`config.mk`:
```
export PLATFORM = sky130hd
export DESIGN_NAME = bit_serializer_flat
export DESIGN_NICKNAME = d
export VERILOG_FILES = /design/src/rtl/bit_serializer_if.sv /design/src/rtl/bit_serializer.sv /design/src/flat_wrapper.sv
export SDC_FILE = /design/constraint.sdc
export NUM_CORES = 1
export LEC_CHECK = 0
export CORE_MARGIN = 4
export CORE_UTILIZATION = 55
export CTS_CLUSTER_SIZE = 14
export DETAILED_ROUTE_END_ITERATION = 8
export PLACE_DENSITY_LB_ADDON = 0.08
export SLEW_MARGIN = 10
export SYNTH_ARGS = -nofsm -noshare
export SYNTH_HDL_FRONTEND = slang
export SYNTH_SLANG_ARGS = --single-unit
```
`constraint.sdc`:
```
create_clock -name clk -period 2.4 [get_ports clk]
set_clock_uncertainty 0.15 [all_clocks]
set_input_delay 0.48 -clock clk [delete_from_list [all_inputs] [get_ports clk]]
set_output_delay 0.48 -clock clk [all_outputs]
set_load 0.1 [all_outputs]
```
`src/rtl/bit_serializer_if.sv`:
```
// -----------------------------------------------------------------------------
// bit_serializer_if
// Word handshake and serial-bit bundle between a word source, the serializer
// and the downstream sequence detector.
//   word_in     source -> serializer  parallel word
//   word_valid  source -> serializer  word_in holds a word
//   word_ready  serializer -> source  holding register can take a word
//   flush       source -> serializer  synchronous abort of current/pending word
//   in_bit      serializer -> detector serial bit
//   bit_valid   serializer -> detector in_bit carries data this cycle
//   frame_start serializer -> detector first bit of a word
//   frame_done  serializer -> detector last bit of a word
//   busy        serializer -> source  shifting or a word is pending
// -----------------------------------------------------------------------------
interface bit_serializer_if #(
  parameter int WIDTH = 8
);
  logic [WIDTH-1:0] word_in;
  logic             word_valid;
  logic             word_ready;
  logic             flush;
  logic             in_bit;
  logic             bit_valid;
  logic             frame_start;
  logic             frame_done;
  logic             busy;

  modport master (
    output word_in, word_valid, flush,
    input  word_ready, in_bit, bit_valid, frame_start, frame_done, busy
  );

  modport slave (
    input  word_in, word_valid, flush,
    output word_ready, in_bit, bit_valid, frame_start, frame_done, busy
  );
endinterface

```
`src/rtl/bit_serializer.sv`:
```
// -----------------------------------------------------------------------------
// bit_serializer
// Parallel-to-serial front end for the bit-stream sequence detector. Words
// arrive over a valid/ready handshake into a one-word holding register and are
// shifted out one bit per clock. Reloading from the holding register on the
// last bit lets consecutive words stream without an idle cycle.
//
// Ports:
//   clk    sole clock, rising edge
//   reset  asynchronous, active-low
//   bus    bit_serializer_if.slave (word handshake, flush, serial outputs)
//
// Parameters:
//   WIDTH      bits per word (>= 2)
//   MSB_FIRST  1: bit WIDTH-1 goes out first, 0: bit 0 goes out first
//   IDLE_BIT   value on in_bit when no data bit is valid
//
// state   | meaning
// --------+-----------------------------------------------------------
// S_IDLE  | nothing shifting; a pending word is loaded on the next edge
// S_SHIFT | r_sh holds the word in flight, r_cnt is the current bit index
// -----------------------------------------------------------------------------
module bit_serializer #(
  parameter int WIDTH     = 8,
  parameter bit MSB_FIRST = 1'b1,
  parameter bit IDLE_BIT  = 1'b0
) (
  input logic          clk,
  input logic          reset,
  bit_serializer_if.slave bus
);

  localparam int            CW       = $clog2(WIDTH);
  localparam logic [CW-1:0] CNT_LAST = CW'(WIDTH - 1);

  typedef enum logic {
    S_IDLE  = 1'b0,
    S_SHIFT = 1'b1
  } state_t;

  state_t           r_state;
  state_t           w_state_nxt;
  logic [WIDTH-1:0] r_sh;
  logic [WIDTH-1:0] w_sh_nxt;
  logic [WIDTH-1:0] w_sh_shifted;
  logic [WIDTH-1:0] r_hold;
  logic [WIDTH-1:0] w_hold_nxt;
  logic [CW-1:0]    r_cnt;
  logic [CW-1:0]    w_cnt_nxt;
  logic             r_hold_full;
  logic             w_hold_full_nxt;
  logic             w_word_ready;
  logic             w_accept;
  logic             w_last;
  logic             w_out_bit;

  // The output end of the shift register depends on bit order; shifting
  // always moves the next bit toward that end.
  generate
    if (MSB_FIRST) begin : g_msb
      assign w_sh_shifted = {r_sh[WIDTH-2:0], 1'b0};
      assign w_out_bit    = r_sh[WIDTH-1];
    end else begin : g_lsb
      assign w_sh_shifted = {1'b0, r_sh[WIDTH-1:1]};
      assign w_out_bit    = r_sh[0];
    end
  endgenerate

  assign w_word_ready = !r_hold_full && !bus.flush;
  assign w_accept     = bus.word_valid && w_word_ready;
  assign w_last       = (r_cnt == CNT_LAST);

  always_ff @(posedge clk or negedge reset) begin
    if (!reset) begin
      r_state     <= S_IDLE;
      r_sh        <= '0;
      r_cnt       <= '0;
      r_hold      <= '0;
      r_hold_full <= 1'b0;
    end else begin
      r_state     <= w_state_nxt;
      r_sh        <= w_sh_nxt;
      r_cnt       <= w_cnt_nxt;
      r_hold      <= w_hold_nxt;
      r_hold_full <= w_hold_full_nxt;
    end
  end

  always_comb begin
    w_state_nxt     = r_state;
    w_sh_nxt        = r_sh;
    w_cnt_nxt       = r_cnt;
    w_hold_nxt      = r_hold;
    w_hold_full_nxt = r_hold_full;

    if (bus.flush) begin
      // Flush wins over reload and accept; word_ready is already low here.
      w_state_nxt     = S_IDLE;
      w_sh_nxt        = '0;
      w_cnt_nxt       = '0;
      w_hold_full_nxt = 1'b0;
    end else begin
      case (r_state)
        S_IDLE: begin
          if (r_hold_full) begin
            w_state_nxt     = S_SHIFT;
            w_sh_nxt        = r_hold;
            w_cnt_nxt       = '0;
            w_hold_full_nxt = 1'b0;
          end
        end
        S_SHIFT: begin
          if (w_last) begin
            if (r_hold_full) begin
              // Reload on the last bit so the next word follows with no gap.
              w_sh_nxt        = r_hold;
              w_cnt_nxt       = '0;
              w_hold_full_nxt = 1'b0;
            end else begin
              w_state_nxt = S_IDLE;
              w_sh_nxt    = w_sh_shifted;
              w_cnt_nxt   = '0;
            end
          end else begin
            w_sh_nxt  = w_sh_shifted;
            w_cnt_nxt = r_cnt + 1'b1;
          end
        end
        default: begin
          w_state_nxt = S_IDLE;
        end
      endcase

      // Accept only happens with the holding register empty, so it can
      // safely override a transfer that empties it on the same edge.
      if (w_accept) begin
        w_hold_nxt      = bus.word_in;
        w_hold_full_nxt = 1'b1;
      end
    end
  end

  assign bus.word_ready  = w_word_ready;
  assign bus.in_bit      = (r_state == S_SHIFT) ? w_out_bit : IDLE_BIT;
  assign bus.bit_valid   = (r_state == S_SHIFT);
  assign bus.frame_start = (r_state == S_SHIFT) && (r_cnt == '0);
  assign bus.frame_done  = (r_state == S_SHIFT) && w_last;
  assign bus.busy        = (r_state == S_SHIFT) || r_hold_full;

endmodule

```
`src/flat_wrapper.sv`:
```
// flat-port wrapper written by rule: the top's interface ports become plain ports
module bit_serializer_flat 
#(
  parameter int WIDTH     = 8,
  parameter bit MSB_FIRST = 1'b1,
  parameter bit IDLE_BIT  = 1'b0
)
  (clk, reset, bus_word_in, bus_word_valid, bus_flush, bus_word_ready, bus_in_bit, bus_bit_valid, bus_frame_start, bus_frame_done, bus_busy);
  bit_serializer_if #(.WIDTH(WIDTH)) bus_i ();
  input logic clk;
  input logic reset;
  input wire logic [$bits(bus_i.word_in)-1:0] bus_word_in;
  input wire logic [$bits(bus_i.word_valid)-1:0] bus_word_valid;
  input wire logic [$bits(bus_i.flush)-1:0] bus_flush;
  output wire logic [$bits(bus_i.word_ready)-1:0] bus_word_ready;
  output wire logic [$bits(bus_i.in_bit)-1:0] bus_in_bit;
  output wire logic [$bits(bus_i.bit_valid)-1:0] bus_bit_valid;
  output wire logic [$bits(bus_i.frame_start)-1:0] bus_frame_start;
  output wire logic [$bits(bus_i.frame_done)-1:0] bus_frame_done;
  output wire logic [$bits(bus_i.busy)-1:0] bus_busy;
  assign bus_i.word_in = bus_word_in;
  assign bus_i.word_valid = bus_word_valid;
  assign bus_i.flush = bus_flush;
  assign bus_word_ready = bus_i.word_ready;
  assign bus_in_bit = bus_i.in_bit;
  assign bus_bit_valid = bus_i.bit_valid;
  assign bus_frame_start = bus_i.frame_start;
  assign bus_frame_done = bus_i.frame_done;
  assign bus_busy = bus_i.busy;
  bit_serializer #(.WIDTH(WIDTH), .MSB_FIRST(MSB_FIRST), .IDLE_BIT(IDLE_BIT)) u_core (.clk(clk), .reset(reset), .bus(bus_i));
endmodule
```
### Word-level counts from Yosys, hierarchy flattened

Cells that the tools add are included.

* word-level logic and storage cells: 38
* input port bits: 12
* register bits after elaboration: 21
* output and inout bits: 6

* bitwise gates (word level): 2
* multiplexer cells: 18
* equal/unequal tests: 3
* $add $sub $neg: 1
* reductions and logical operators: 9

Operator list (count)
* 8-bit two-way mux: 4
* 8-bit case mux with 2 select lines: 1
* 3-bit two-way mux: 3
* 1-bit two-way mux: 7
* 3-bit case mux with 2 select lines: 1
* 1-bit logical AND: 4
* 4-bit != test, second input constant: 1
* 1-bit case mux with 2 select lines: 2
* 3-bit by 1-bit adder with 3-bit output, second input constant: 1
* 3-bit equality test, second input constant: 1
* 3-bit logical NOT: 1
* 3-bit by 2-bit != test with 1-bit output, second input constant: 1
* 1-bit logical NOT: 2
* 1-bit inverter: 2
* 2-bit AND reduction: 1
* 1-bit logical OR: 1

### Logic depth before layout (Yosys ltp)

* depth in word-level cells: 5
* mapped depth: 5
* mapped depth without buffers: 5

### Worst setup path before layout

OpenSTA, ideal clock, no wires.

* path kind: register -> output
* start point: reg u_core.r_state (netlist: u_core.bus.bit_valid)
* end point: out bus_frame_start
* slack: -0.672 ns
* data required time: 1.770 ns
* arrival: 2.442 ns
* cell stages (with the launch flop): 4
* buffers on the path: 1
* cells stage by stage: dfrtp_1 buf_6 nand2_1 nor2_1

* longest elaborated chain between the ends: 1

Ends and longest elaborated chain
* from (decl): RTL line bit_serializer.sv:41 `state_t r_state;`
* from (signal assigned): RTL line bit_serializer.sv:81 `r_state <= w_state_nxt;`
* 1-bit logical AND: RTL line bit_serializer.sv:146 `assign bus.frame_start = (r_state == S_SHIFT) && (r_cnt == '0);`
* to (decl): RTL line flat_wrapper.sv:18 `output wire logic [$bits(bus_i.frame_start)-1:0] bus_frame_start;`

No other way between the ends.

### Worst setup path in the final report

* start point: reg u_core.r_cnt[0]
* end point: out bus_frame_done

* longest elaborated chain between the ends: 2

Ends and longest elaborated chain
* from (decl): RTL line bit_serializer.sv:48 `logic [CW-1:0] r_cnt;`
* from (signal assigned): RTL line bit_serializer.sv:83 `r_cnt <= w_cnt_nxt;`
* 3-bit equality test: RTL line bit_serializer.sv:71 `assign w_last = (r_cnt == CNT_LAST);`
* 1-bit logical AND: RTL line bit_serializer.sv:147 `assign bus.frame_done = (r_state == S_SHIFT) && w_last;`
* to (decl): RTL line flat_wrapper.sv:19 `output wire logic [$bits(bus_i.frame_done)-1:0] bus_frame_done;`

No other way between the ends.

==> results.yml <==
routing:
  drtAntennaViolNets: 0
  drt_pre_antenna_iters: 2
  postRouteWirelength_um: 1730
  wl_per_cell_um: 13.8
  viasPerCell: 5.14
  detail_route.iter0.violations: 11
  via_count: 643
  remaining_drc_errors: 0
clock_tree:
  hold_buffers: 0
  post_cts_resized: 0
  h-tree-depth: 1
  register_clock_pin_slew_on_the_reported_worst_setup_and_hold_paths_ns: 0.11
  root_buffer: "sky130_fd_sc_hd__clkbuf_4"
  tritoncts: "done"
  clock_sinks: 21
  cts-buffers-inserted: 3
  source_to_sink_clock_delay_at_the_later_pin_of_the_worst_skew_pair_ns: 0.31
  cts_post_setup_buffers_inserted: 0
  cts-root-to-sink-buffers: 2
setup_path:
  largest_stage_delay_on_the_critical_path_ns: 0.40
  crit_top_cell: "sky130_fd_sc_hd__ha_1"
  cp_top_family: "adder cells"
  worstRegToRegCells: 4
  path_max_fanout: 3
  worstPathArrival_ns: 1.56
  crit_path_end_kind: "primary output"
  cp_num_cells: 4
  criticalPathCategory: "reg -> out"
  crit_path_start: "u_core.r_cnt[0]"
  startpoint_type: "flip-flop"
  timing.critical_path.buf_inv: 1
  r2r_path_start: "u_core.r_cnt[0]"
  cp_cell_sequence: "ha_1 -> ha_1 -> and2_2 -> buf_12"
  slowest_stage: "sky130_fd_sc_hd__dfrtp_1"
  critPathRequiredTime_ns: 1.77
  r2r_slack_ns: 0.63
die:
  dieWidth_um: 51.5
  dieHeight_um: 51.5
  rows: 15
  floorplan.die_area_um2: 2660
  effective_utilization_at_floorplan_pct: 59.1
  fp.coreArea_um2: 1760
  ioPinCount: 18
power_and_ir_drop:
  switching_share_pct: 28.9
  p_sw_mw: 0.227
  power.share.combinational_pct: 24.9
  leakage_nw: 0.614
  power_density_nw_per_um2: 605
  cellInternalPower_mw: 0.558
  totalPowerFinal_mw: 0.785
  power.sequential.fraction_pct: 53.8
  power.clock.fraction_pct: 21.3
  power.ir.vdd_worst_uv: 450
global_route:
  grt_overflow: 0
  grt_antenna_before_repair: 0
  largest_net_degree_at_the_start_of_global_routing: 22
  global_route.usage.total_pct: 16.2
  grt_first_pass_wirelength_um: 3160
  number_of_global_route_vias_before_repair: 711
sta:
  finalCriticalPeriod_ns: 2.19
  post-route-period-util_pct: 91.4
  setup_viol: 0
  hold_viol_final: 0
  final_critical_path_setup_slack_ns: 0.205
  grt_setup_unrepaired: "false"
  slew-limit-headroom_pct: 67.6
  worst_max_slew_pin_slew_ns: 0.485
  maxSlewViolCount: 0
  sum_of_negative_setup_slack_ns: 0
  achievable-frequency_ghz: 0.456
finish:
  fin_cells: 125
  insertedDiodeCount: 0
  final_core_utilization_pct: 73.5
  drive_above_1_share_pct: 36.0
  area.growth.synth_to_final_pct: 24.5
  fin_nets: 117
run_status:
  status: "finished clean"
synthesis:
  mean_instance_size_in_the_synthesized_netlist_um2: 13.0
  synth_warnings: 0
  ys_seq_area_share_pct: 50.4
  mapped_area_um2: 1040
  yosysUniqueCellTypes: 20
  post_synth_inst_count: 80
  synth.ff_latch_count: 21
  synth.net_count: 96
placed_design:
  place_ws_ns: 0.309
  place_inst: 121
  place.detailed.hpwl_um: 1300
  place.port_buffers: 17
  gp_congestion: 0.699
min_path:
  worstHoldPathType: "in -> async"
job:
  cap_viol_max_count: 0
-- layout by cell type (no fill, tap or decap), drive strengths merged --
master | Yosys | layout
a211oi | 1 | 1
nor2b | 2 | 2
mux2i | 2 | 2
ha | 4 | 4
a22oi | 2 | 2
clkdlybuf4s50 | 0 | 11
buf | 4 | 9
nor3 | 1 | 1
a2bb2oi | 1 | 1
mux2 | 8 | 8
dfrtp | 21 | 21
inv | 4 | 4
a221o | 7 | 7
clkbuf | 0 | 4
and2 | 10 | 10
nor2 | 10 | 10
nor3b | 1 | 1
nand2 | 2 | 2
-- area by class of cell --
cell class | instances | area (um^2)
Sequential cell | 21 | 527
Fill cell | 135 | 467
Multi-Input combinational cell | 51 | 470
Inverter | 4 | 15.0
Timing Repair Buffer | 20 | 228
Tap cell | 25 | 31.3
Clock buffer | 4 | 26.3
-- sequential cells by signal (all words and copies together), names as in the netlist --
name and cells:
u_core.r_cnt 3, u_core.bus.bit_valid 1, u_core.r_hold_full 1, u_core.r_hold 8
u_core.r_sh 8
-- cell families (layout without fill, tap and decap cells) --
kind of cell,count (synthesis),count (layout),synth area share [%]
buffers and inverters,8,28,5.40
DFF,21,21,50.4
and+or+nand+nor,26,26,14.9
muxes,10,10,13.4
adders and majority gates,4,4,4.80
AOI/OAI and AO/OA,11,11,11.0
-- stage by stage --
stage | hold slack (ns) | cell area, um^2
6_report | 0.342 | 1300
3_3_place_gp | 0.339 | 1270
5_1_grt | 0.352 | 1300
2_1_floorplan | 0.0344 | 1050
3_5_place_dp | 0.340 | 1270
4_1_cts | 0.343 | 1300
-- Yosys cell counts, drive strengths merged --
cell type | n | area share [%]
and2 | 10 | 6.2
nor2b | 2 | 1.9
nor2 | 10 | 4.3
inv | 4 | 1.4
nand2 | 2 | 0.72
buf | 4 | 4.0
a2bb2oi | 1 | 0.84
a211oi | 1 | 1.2
nor3 | 1 | 0.48
ha | 4 | 4.8
dfrtp | 21 | 50
a221o | 7 | 7.6
nor3b | 1 | 1.2
a22oi | 2 | 1.4
mux2i | 2 | 1.9
mux2 | 8 | 12
-- power by group through the flow --
stage                     combinational (mW)  clock [mW]  sequential [mW]
final                                  0.196       0.167            0.422
after global routing                   0.209       0.192            0.428
after CTS                              0.199       0.175            0.422
after detailed placement               0.198           0            0.429
after global placement                 0.193           0            0.427
after floorplan                        0.136           0            0.424
-- path summary, 6_finish.rpt --
kind / to
max: bus_frame_done
min: u_core.r_cnt[2]
max reg2reg: u_core.r_sh[2]
min reg2reg: u_core.r_sh[5]
max in group asynchronous: u_core.bus.bit_valid
min in group clk: u_core.r_sh[5]
-- per-layer routing --
layer / up-vias / routed length [um] / global-route usage (%)
met3: 2 / 119 / 6.59
met2: 18 / 772 / 24.8
li1: 318 / - / -
met5: - / 0 / 0
met4: 0 / 19 / 3.93
met1: 305 / 817 / 21.3
Note: power is estimated with default switching activity, not from simulation.
